### src/rtl/memory_pkg.sv
// Shared memory-access encodings and FSM states.
// Used by ram_io and by the CPU core load/store path.
package memory_pkg;

    typedef enum logic [1:0] {
        IDLE,
        READ_WAIT,
        WRITE_WAIT,
        DONE
    } state_e;

    localparam logic [2:0] RT_NONE = 3'd0;
    localparam logic [2:0] RT_LB   = 3'd1;
    localparam logic [2:0] RT_LH   = 3'd2;
    localparam logic [2:0] RT_LW   = 3'd3;
    localparam logic [2:0] RT_LBU  = 3'd5;
    localparam logic [2:0] RT_LHU  = 3'd6;

    localparam logic [1:0] WT_NONE = 2'd0;
    localparam logic [1:0] WT_SB   = 2'd1;
    localparam logic [1:0] WT_SH   = 2'd2;
    localparam logic [1:0] WT_SW   = 2'd3;

    function automatic logic legal_read(input logic [2:0] rt);
        return (rt != 3'd4) && (rt != 3'd7);
    endfunction

    function automatic logic misaligned(
        input logic [2:0] rt,
        input logic [1:0] wt,
        input logic [1:0] off
    );
        logic half;
        logic word;
        half = (rt == RT_LH) || (rt == RT_LHU) || (wt == WT_SH);
        word = (rt == RT_LW) || (wt == WT_SW);
        return (half && off[0]) || (word && (off != 2'b00));
    endfunction

    function automatic logic [3:0] store_mask(
        input logic [1:0] wt,
        input logic [1:0] off
    );
        case (wt)
            WT_SB:   return 4'b0001 << off;
            WT_SH:   return 4'b0011 << off;
            WT_SW:   return 4'b1111;
            default: return 4'b0000;
        endcase
    endfunction

    function automatic logic [31:0] store_data(
        input logic [1:0]  wt,
        input logic [31:0] d
    );
        case (wt)
            WT_SB:   return {4{d[7:0]}};
            WT_SH:   return {2{d[15:0]}};
            default: return d;
        endcase
    endfunction

endpackage

### src/rtl/ram_io_extend.sv
// Load lane selection and sign/zero extension.
// Purely combinational.
module ram_io_extend
    import memory_pkg::*;
(
    input  logic [31:0] i_word,
    input  logic [1:0]  i_offset,
    input  logic [2:0]  i_read_type,
    output logic [31:0] o_result
);

    logic [31:0] w_shift;
    logic [7:0]  w_byte;
    logic [15:0] w_half;

    assign w_shift = i_word >> {i_offset, 3'b000};
    assign w_byte  = w_shift[7:0];
    assign w_half  = w_shift[15:0];

    always_comb begin
        o_result = 32'h0;
        case (i_read_type)
            RT_LB:   o_result = {{24{w_byte[7]}}, w_byte};
            RT_LBU:  o_result = {24'h0, w_byte};
            RT_LH:   o_result = {{16{w_half[15]}}, w_half};
            RT_LHU:  o_result = {16'h0, w_half};
            RT_LW:   o_result = i_word;
            default: o_result = 32'h0;
        endcase
    end

endmodule

### src/rtl/ram_io.sv
// CPU-side load/store front end to the data cache,
// with a memory-mapped LED register.
module ram_io
    import memory_pkg::*;
#(
    parameter int unsigned ADDRESS_BITWIDTH = 32,
    parameter logic [ADDRESS_BITWIDTH-1:0] LED_ADDRESS = 32'hFFFF_FFFC
) (
    input  logic                        clk,
    input  logic                        rst,
    input  logic                        enable,
    input  logic [ADDRESS_BITWIDTH-1:0] address,
    input  logic [2:0]                  read_type,
    input  logic [1:0]                  write_type,
    input  logic [31:0]                 data_in,
    output logic [31:0]                 data_out,
    output logic                        data_out_ready,
    output logic                        busy,
    output logic                        error,
    output logic [3:0]                  led,
    output logic [ADDRESS_BITWIDTH-1:0] c_address,
    output logic [31:0]                 c_data_in,
    output logic [3:0]                  c_write_enable,
    input  logic [31:0]                 c_data_out,
    input  logic                        c_data_out_ready,
    input  logic                        c_busy
);

    state_e                      r_state;
    logic [2:0]                  r_read_type;
    logic [1:0]                  r_offset;
    logic [31:0]                 r_data_out;
    logic                        r_ready;
    logic                        r_busy;
    logic                        r_error;
    logic [3:0]                  r_led;
    logic [ADDRESS_BITWIDTH-1:0] r_c_address;
    logic [31:0]                 r_c_data_in;
    logic [3:0]                  r_c_we;

    logic        w_rd;
    logic        w_wr;
    logic        w_bad;
    logic        w_led;
    logic [31:0] w_ext;

    assign w_rd  = (read_type != RT_NONE);
    assign w_wr  = (write_type != WT_NONE);
    assign w_led = (address == LED_ADDRESS);
    assign w_bad = (w_rd && w_wr) || !legal_read(read_type)
                || misaligned(read_type, write_type, address[1:0]);

    ram_io_extend u_extend (
        .i_word      (c_data_out),
        .i_offset    (r_offset),
        .i_read_type (r_read_type),
        .o_result    (w_ext)
    );

    always_ff @(posedge clk) begin
        if (rst) begin
            r_state     <= IDLE;
            r_read_type <= RT_NONE;
            r_offset    <= 2'b00;
            r_data_out  <= 32'h0;
            r_ready     <= 1'b0;
            r_busy      <= 1'b0;
            r_error     <= 1'b0;
            r_led       <= 4'h0;
            r_c_address <= '0;
            r_c_data_in <= 32'h0;
            r_c_we      <= 4'h0;
        end else begin
            case (r_state)
                IDLE: begin
                    if (enable && w_bad) begin
                        r_error <= 1'b1;
                    end else if (enable && w_led && (w_rd || w_wr)) begin
                        // LED register answers in one cycle, cache untouched
                        if (w_wr) r_led <= data_in[3:0];
                        else      r_data_out <= {28'h0, r_led};
                        r_ready <= w_rd;
                        r_state <= DONE;
                    end else if (enable && (w_rd || w_wr)) begin
                        r_read_type <= read_type;
                        r_offset    <= address[1:0];
                        r_c_address <= {address[ADDRESS_BITWIDTH-1:2], 2'b00};
                        r_busy      <= 1'b1;
                        if (w_wr) begin
                            r_c_we      <= store_mask(write_type, address[1:0]);
                            r_c_data_in <= store_data(write_type, data_in);
                            r_state     <= WRITE_WAIT;
                        end else begin
                            r_state <= READ_WAIT;
                        end
                    end
                end
                READ_WAIT: begin
                    if (c_data_out_ready && !c_busy) begin
                        r_data_out <= w_ext;
                        r_ready    <= 1'b1;
                        r_busy     <= 1'b0;
                        r_state    <= DONE;
                    end
                end
                WRITE_WAIT: begin
                    // strobe lasts one accepted cycle, then wait for idle cache
                    if (!c_busy) begin
                        if (r_c_we != 4'h0) begin
                            r_c_we <= 4'h0;
                        end else begin
                            r_busy  <= 1'b0;
                            r_state <= DONE;
                        end
                    end
                end
                DONE: begin
                    r_ready <= 1'b0;
                    r_state <= IDLE;
                end
                default: r_state <= IDLE;
            endcase
        end
    end

    assign data_out       = r_data_out;
    assign data_out_ready = r_ready;
    assign busy           = r_busy;
    assign error          = r_error;
    assign led            = r_led;
    assign c_address      = r_c_address;
    assign c_data_in      = r_c_data_in;
    assign c_write_enable = r_c_we;

endmodule

### config.mk
export PLATFORM = sky130hd
export DESIGN_NAME = ram_io
export DESIGN_NICKNAME = d
export VERILOG_FILES = /design/src/rtl/memory_pkg.sv /design/src/rtl/ram_io_extend.sv /design/src/rtl/ram_io.sv
export SDC_FILE = /design/constraint.sdc
export NUM_CORES = 1
export LEC_CHECK = 0
export ABC_AREA = 0
export BUFFER_PORTS_ARGS = -buffer_cell sky130_fd_sc_hd__buf_2
export CAP_MARGIN = 20
export CORE_ASPECT_RATIO = 2
export CORE_UTILIZATION = 51
export CTS_CLUSTER_DIAMETER = 40
export DETAILED_ROUTE_END_ITERATION = 12
export PLACE_DENSITY_LB_ADDON = 0.3
export SETUP_SLACK_MARGIN = 0.5
export SYNTH_ARGS = -nofsm -noshare
export SYNTH_HDL_FRONTEND = slang
export SYNTH_SLANG_ARGS = --single-unit
### constraint.sdc
create_clock -name clk -period 2.3 [get_ports clk]
set_input_delay 0.115 -clock clk [delete_from_list [all_inputs] [get_ports clk]]
set_output_delay 0.115 -clock clk [all_outputs]
set_load 0.005 [all_outputs]
==> reports/metrics.yaml, run 1 <==
gp_congestion: 0.963
die_w_microns: 81.0
hp-class: "input pin to register"
slowest_delay_ns: 0.54
maxCapViolCount: 0
max_freq_mhz: 530
cts_tree: "built"
fin_crit_ns: 1.89
synth-main-ff-cell: "dfxtp_1"
dr.pass1.iters: 4
whs_ns: 0.0179
final_cell_mix: "buf_2 (209), dfxtp_1 (105), nand2b_1 (57), o21ai_1 (53), nand3_1 (52)"
core-area_sq_um: 12100
grt_antenna_before_repair: 0
finClkSkew_ns: 0.00689
num_vias: 6611
p_leak_nw: 3.74
synth-simple-area-share_pct: 22.4
cp-start-kind: "register"
synth_warnings: 0
antenna_left: 0
dp_cells: 1070
postSynthAreaPerCell_sq_um: 8.48
final_common_cell: "buf_2"
fin_nets: 1062
required_ns: 2.58
end_kind: "register"
synth_fa_ha_area_share_pct: 1.57
dieArea_sq_um: 12900
tns_ns: 0
worst_slew_pin_slew_ns: 0.555
boundaryPins: 213
slowest_stage: "or4_4"
layout-drive-gt1-share_pct: 39.0
num_rows: 57
ir_worst_vdd_uv: 538
ys_seq_elements: 112
critPathKind: "register to register"
die_h_microns: 160
synth-edff-count: 0
grt_pass1_wl_microns: 30700
port_buffers: 210
cts_buffers: 9
total_power_mw: 5.70
synth-compound-area-share_pct: 23.4
synth_top_family_by_area: "compound AO/OA/AOI/OAI gates"
rsz0062_at_grt: "true"
layout_setup_ws_ns: 0.415
crit_chain: "or4_4, o21a_1, a221o_1, or3_4, o21ai_2"
htree_num_levels: 3
critPathTopFamily: "simple AND/OR/NAND/NOR gates"
pwr_density_cell_nw_per_um2: 687
area_growth_pct: 30.3
drt_iter0_markers: 463
clock_sinks: 112
period_share_pct: 82.0
worst-path-buf-inv: 0
start_util_pct: 52.4
clkLatencyLatePin_ns: 0.35
syn_area_sq_um: 6360
final_cells: 1100
ys_types: 62
synth-async-reset-ratio_pct: 0
place_ws_ns: 0.165
synthMuxAreaShare_pct: 11.6
crit_fanout: 3
drv_slew: 0
vias_per_cell: 6.01
synthXorXnorAreaFrac_pct: 0
setup_viol: 0
grt_usage_pct: 30.8
status: "complete, no violations"
ys_seq_area_share_pct: 35.3
drt_wl_total_microns: 20500
drc: 0
grt_max_degree: 63
wl_per_cell_microns: 18.7
clkTransAtPathRegs_ns: 0.08
syn_inst: 750
grt_pass1_vias: 6318
dpl.hpwl_microns: 14800
hold_viol: 0
crit_arrival_ns: 2.17
clockBufferDepth: 2
antenna_cells: 0
clock-root-buffer: "clkbuf_16"
slew_headroom_pct: 62.7
overflow: 0
-- tightest hold or removal path: cells and delay by family --
family,cells,cell delay (ns)
buf+inv,1,0.11
simple gates,1,0.06
compound gates,1,0.05
-- per-layer routing --
| metal | global-route usage, % | wire length [microns] | up-vias |
|---|---|---|---|
| met5 | 0 | 0 | - |
| met4 | 19.0 | 1290 | 0 |
| met3 | 5.20 | 1410 | 89 |
| met2 | 54.9 | 10700 | 322 |
| met1 | 32.0 | 7120 | 3069 |
| li1 | - | - | 3131 |
-- flip-flops by register name (all words and copies together) (netlist names), 2 cells and up --
| register | flops |
|---|---|
| r_offset | 2 |
| c_address | 30 |
| c_write_enable | 4 |
| r_state | 2 |
| c_data_in | 32 |
| led | 4 |
| data_out | 32 |
| r_read_type | 3 |
-- area by class of cell --
type / instances / area, sq um
repair buffers: 251 / 1490
clock inverters: 6 / 52.6
inverters: 14 / 70.1
well taps: 147 / 184
fillers: 1022 / 3840
clock buffers: 10 / 229
flip-flops and latches: 112 / 2260
multi-input cells: 560 / 4000
-- worst paths after layout --
| check | start | cells past startpoint | end | slack, ns |
|---|---|---|---|---|
| setup / recovery | c_write_enable[3] | 5 | r_state[0] | 0.41 |
| setup reg to reg | c_write_enable[3] | 5 | r_state[0] | 0.41 |
| hold / removal | address[24] | 3 | c_address[24] | 0.02 |
| hold reg to reg | c_data_in[0] | 2 | c_data_in[0] | 0.47 |
-- cell usage after synthesis (3+ instances only) --
cell type / instances / area, sq um
a21oi_1: 41 / 205
nor2_1: 17 / 63.8
buf_2: 13 / 65.1
nand4_1: 9 / 56.3
inv_1: 14 / 52.6
buf_1: 6 / 22.5
and3_1: 19 / 119
and4_1: 4 / 35.0
o21ai_0: 66 / 330
a21boi_0: 13 / 97.6
clkbuf_2: 3 / 15.0
a31oi_1: 3 / 18.8
nand2b_1: 57 / 357
nand3_1: 52 / 260
a22oi_1: 16 / 120
nor2b_1: 15 / 93.8
mux4_2: 8 / 180
ha_1: 8 / 100
buf_4: 5 / 37.5
clkbuf_1: 35 / 131
nor3b_1: 3 / 22.5
mux2_2: 6 / 67.6
dfxtp_1: 112 / 2240
mux2i_1: 47 / 470
o22ai_1: 9 / 56.3
o21ai_1: 37 / 185
buf_6: 3 / 33.8
a311oi_1: 4 / 35.0
or3_1: 6 / 37.5
nor3_1: 27 / 135
nand2_1: 22 / 82.6
a21oi_2: 30 / 263
-- through the flow --
stage / cell area, sq um / util [%]
2_1_floorplan: 6470 / -
4_1_cts: 8070 / 66.5
3_5_place_dp: 7630 / 62.9
3_3_place_gp: 7630 / 62.9
6_report: 8290 / 68.4
5_1_grt: 8290 / 68.4
-- repair_timing --
item	in CTS	in global routing
gates resized for setup	30	46
pin swaps	9	10
hold buffers	0	0
cloned	1	2
setup endpoints to repair	85	80
setup buffers	7	4
-- logic make-up (layout without fill, tap and decap cells) --
kind of cell | Yosys count | after routing
AO/OA/AOI/OAI | 238 | 238
adder cells (fa/ha/maj) | 8 | 8
buffers and inverters | 79 | 281
flip-flops | 112 | 112
multiplexers | 63 | 63
other | 1 | 2
AND/OR/NAND/NOR | 249 | 249
-- power breakdown --
part | internal, mW | switching (mW)
clock | 0.755 | 0.776
combinational | 0.875 | 1.16
sequential | 2.05 | 0.0785
total | 3.68 | 2.01
Power figures use the tool's default switching activity.
==> inputs of run 2 (changes only) <==
==> constraint.sdc (replaced) <==
create_clock -name clk -period 1.8 [get_ports clk]
set_input_delay 0.09 -clock clk [delete_from_list [all_inputs] [get_ports clk]]
set_output_delay 0.09 -clock clk [all_outputs]
set_load 0.005 [all_outputs]
==> reports/metrics.yaml, run 2 (synthesis results as in run 1) <==
boundaryPins: 213
fin_crit_ns: 1.94
drt_iter0_markers: 482
drv_slew: 0
status: "complete, but fails checks"
drc: 0
die_w_microns: 81.0
crit_arrival_ns: 2.24
crit_end: "busy"
dr.pass1.iters: 5
finClkSkew_ns: 0.0125
tns_ns: -0.832
total_power_mw: 8.83
hold_viol: 0
dieArea_sq_um: 12900
fin_nets: 1154
num_rows: 57
period_share_pct: 108
vias_per_cell: 6.15
die_h_microns: 160
p_leak_nw: 4.34
worst_slew_pin_slew_ns: 0.539
slowest_stage: "or4_4"
maxCapViolCount: 0
htree_num_levels: 3
layout-drive-gt1-share_pct: 48.9
cts_buffers: 9
grt_max_degree: 75
cp-start-kind: "register"
slowest_delay_ns: 0.53
r2r-end: "busy"
overflow: 0
clock-root-buffer: "clkbuf_16"
antenna_cells: 0
port_buffers: 210
clkLatencyLatePin_ns: 0.36
timing.reg2reg.setup_slack_ns: -0.14
grt_antenna_before_repair: 0
gp_congestion: 0.936
hp-class: "input pin to register"
crit_start: "c_write_enable[3]"
wl_per_cell_microns: 20.2
max_freq_mhz: 515
crit_chain: "or4_4, o21a_1, a221o_1, or4_1, nand3_1"
grt_pass1_wl_microns: 37400
num_vias: 7326
drt_wl_total_microns: 24000
critPathKind: "register to register"
dpl.hpwl_microns: 15400
whs_ns: 0.00173
utilization_pct: 81.2
clockBufferDepth: 2
layout_setup_ws_ns: -0.141
clock_sinks: 112
final_common_cell: "buf_2"
crit_fanout: 5
end_kind: "register"
area_growth_pct: 54.8
antenna_left: 0
grt_pass1_vias: 7487
cts_tree: "built"
setup_viol: 32
pwr_density_cell_nw_per_um2: 897
start_util_pct: 52.4
reg2reg_depth: 5
failed_checks: "negative setup slack"
final_cell_mix: "buf_2 (209), dfxtp_1 (107), buf_4 (69), nand2b_1 (56), o21ai_1 (54)"
clkTransAtPathRegs_ns: 0.07
slew_headroom_pct: 63.8
grt_usage_pct: 37.8
core-area_sq_um: 12100
rsz0062_at_grt: "true"
required_ns: 2.10
reg2reg_from: "c_write_enable[3]"
ir_worst_vdd_uv: 1280
[run 2: changes by cell type in the layout (fill, tap and decap cells not counted), moves of 13 or more]
cell / delta
buf_12: +13
buf_4: +37
buf_6: +17
dlygate4sd3_1: +21
nand3_1: -46
nand3_2: +37
[run 2: routing by layer]
| layer | track usage (%) | share of wire, % | vias up | wire length, microns |
|---|---|---|---|---|
| met5 | 0 | 0 | - | 0 |
| met4 | 29.8 | 7.9 | 0 | 1900 |
| met3 | 6.63 | 6.6 | 138 | 1580 |
| met2 | 65.8 | 53 | 430 | 12700 |
| met1 | 37.8 | 33 | 3431 | 7890 |
| li1 | - | - | 3327 | - |
[run 2: layout make-up]
class	instances	area [sq um]
clock inverters	7	82.6
inverters	14	75.1
repair buffers	342	2500
flip-flops and latches	112	2250
clock buffers	9	225
multi-input cells	561	4530
well taps	147	184
fillers	731	2280
[run 2: through the flow]
stage                     setup slack, ns  cell area, sq um  std cells
after detailed placement           -0.132              8180       1123
after CTS                         -0.0841              9650       1187
after floorplan                   -0.0268              6640        751
after global routing               -0.183              9840       1192
final                              -0.141              9840       1192
after global placement            -0.0755              8180       1123
[run 2: report_power, final]
group	total, mW	switching, mW	leakage, nW	internal, mW
Clock	2.07	1.07	0.147	0.997
Sequential	2.73	0.103	0.908	2.62
Combinational	4.03	2.06	3.28	1.97
Total	8.83	3.24	4.34	5.59
[run 2: repair_timing]
action / in CTS / in global routing
pin swaps: 77 / 34
gates cloned: 11 / 0
hold endpoints to repair: 21 / 0
buffers inserted: 16 / 5
hold buffers: 21 / 0
setup endpoints to repair: 112 / 112
gates resized for setup: 150 / 35
[run 2: worst max-delay path: cells and delay by family (launching register included)]
family	cells	cell delay (ns)
AND/OR/NAND/NOR	3	1.04
AO/OA/AOI/OAI	2	0.52
flip-flops	1	0.32
[run 2: worst min path at each step]
stage,from,slack [ns],cells after the start,endpoint
after floorplan,address[23],0.24,2,c_address[23]
after global placement,address[27],0.36,3,c_address[27]
after detailed placement,address[27],0.37,3,c_address[27]
after CTS,address[0],0.002,3,r_offset[0]
after global routing,address[11],0.006,3,c_address[11]
final,address[11],0.002,3,c_address[11]
==> inputs of run 3 (changes only) <==
--- a/config.mk
+++ b/config.mk
@@ -8,11 +8,15 @@
 export ABC_AREA = 0
 export BUFFER_PORTS_ARGS = -buffer_cell sky130_fd_sc_hd__buf_2
 export CAP_MARGIN = 20
+export CELL_PAD_IN_SITES_DETAIL_PLACEMENT = 1
+export CELL_PAD_IN_SITES_GLOBAL_PLACEMENT = 1
 export CORE_ASPECT_RATIO = 2
-export CORE_UTILIZATION = 51
+export CORE_UTILIZATION = 37
 export CTS_CLUSTER_DIAMETER = 40
 export DETAILED_ROUTE_END_ITERATION = 12
+export GPL_ROUTABILITY_DRIVEN = 0
 export PLACE_DENSITY_LB_ADDON = 0.3
+export RECOVER_POWER = 25
 export SETUP_SLACK_MARGIN = 0.5
 export SYNTH_ARGS = -nofsm -noshare
 export SYNTH_HDL_FRONTEND = slang
==> reports/metrics.yaml, run 3 (synthesis results as in run 1) <==
layout-drive-gt1-share_pct: 50.5
pwr_density_cell_nw_per_um2: 952
slowest_stage: "or4_4"
maxCapViolCount: 0
cts_buffers: 9
clockBufferDepth: 2
cp-start-kind: "register"
clkLatencyLatePin_ns: 0.37
final_common_cell: "buf_2"
place_ws_ns: -0.245
required_ns: 2.11
crit_arrival_ns: 2.30
worst_slew_pin_slew_ns: 0.895
utilization_pct: 62.1
num_rows: 67
die_w_microns: 94.7
crit_fanout: 4
clock_sinks: 112
critPathKind: "register to register"
layout_setup_ws_ns: -0.189
clkTransAtPathRegs_ns: 0.08
drt_iter0_markers: 317
drt_wl_total_microns: 32300
grt_pass1_vias: 8101
port_buffers: 210
grt_usage_pct: 33.2
ir_worst_vdd_uv: 910
grt_pass1_wl_microns: 44600
wl_per_cell_microns: 25.1
status: "complete, but fails checks"
slew_headroom_pct: 40.3
fin_crit_ns: 1.99
dpl.hpwl_microns: 18300
period_share_pct: 111
rsz0062_at_grt: "true"
drv_slew: 0
die_h_microns: 187
htree_num_levels: 3
final_cell_mix: "buf_2 (193), dfxtp_1 (105), buf_4 (79), nand2b_1 (54), mux2i_1 (45)"
crit_chain: "or4_4, o21a_1, a221o_1, or4_1, nand3_1"
start_util_pct: 37.9
cts_tree: "built"
slowest_delay_ns: 0.54
setup_viol: 70
antenna_left: 0
total_power_mw: 9.92
p_leak_nw: 4.48
boundaryPins: 213
end_kind: "register"
grt_max_degree: 68
drc: 0
fin_nets: 1183
clock-root-buffer: "clkbuf_16"
dieArea_sq_um: 17700
area_growth_pct: 63.9
grt_antenna_before_repair: 3
finClkSkew_ns: 0.0105
dr.pass1.iters: 4
max_freq_mhz: 503
hp-class: "input pin to register"
vias_per_cell: 6.00
whs_ns: 0.00330
num_vias: 7698
failed_checks: "negative setup slack"
overflow: 0
hold_viol: 0
core-area_sq_um: 16800
==> run 3: what timing repair did <==
action / CTS / global route
pin swaps: 53 / 37
endpoints found under the hold margin: 28 / 0
setup endpoints to repair: 112 / 112
gates resized for setup: 175 / 65
hold buffers: 28 / 0
cloned: 9 / 1
buffers inserted: 27 / 7
==> run 3: path summary, 6_finish.rpt <==
| path | end | start | slack [ns] | depth (start not counted) |
|---|---|---|---|---|
| worst min register to register | data_out[23] | data_out[23] | 0.47 | 2 |
| worst max register to register | busy | c_write_enable[3] | -0.19 | 5 |
| worst min-delay path | c_data_in[24] | data_in[24] | 0.003 | 3 |
| worst max-delay path | busy | c_write_enable[3] | -0.19 | 5 |
==> run 3: metal layers <==
metal	wire length, microns	GRT usage, %	up-vias
met2	17900	62.7	365
met1	10400	31.5	3808
met4	2500	21.7	0
met3	1460	5.20	157
li1	-	-	3368
met5	0	0	-
==> run 3: worst max-delay path: cells and delay by family (launching register included) <==
kind               cells  cell delay, ns
and+or+nand+nor        3            1.06
AOI/OAI and AO/OA      2            0.56
DFF                    1            0.33
==> run 3: layout make-up <==
class / count / area (sq um)
fill: 1939 / 6350
multi-input combinational: 561 / 4720
timing repair buffer: 371 / 2810
sequential: 112 / 2250
tap: 207 / 259
clock buffer: 10 / 229
clock inverter: 6 / 73.8
inverter: 14 / 70.1
antenna: 3 / 7.51
==> run 3: power breakdown <==
group          internal, mW  total (mW)  leakage (nW)  switching (mW)
registers              2.63        2.74         0.909           0.115
clock network          1.10        2.17         0.142            1.06
logic                  2.50        5.01          3.42            2.51
total                  6.23        9.92          4.48            3.69
==> run 3: stage by stage <==
| stage | setup TNS, ns | area [sq um] | cells |
|---|---|---|---|
| 2_1_floorplan | -0.121 | 6640 | 751 |
| 3_3_place_gp | -9.09 | 8330 | 1193 |
| 3_5_place_dp | -13.10 | 8330 | 1193 |
| 4_1_cts | -0.654 | 10000 | 1273 |
| 5_1_grt | -6.70 | 10400 | 1284 |
| 6_report | -3.39 | 10400 | 1284 |
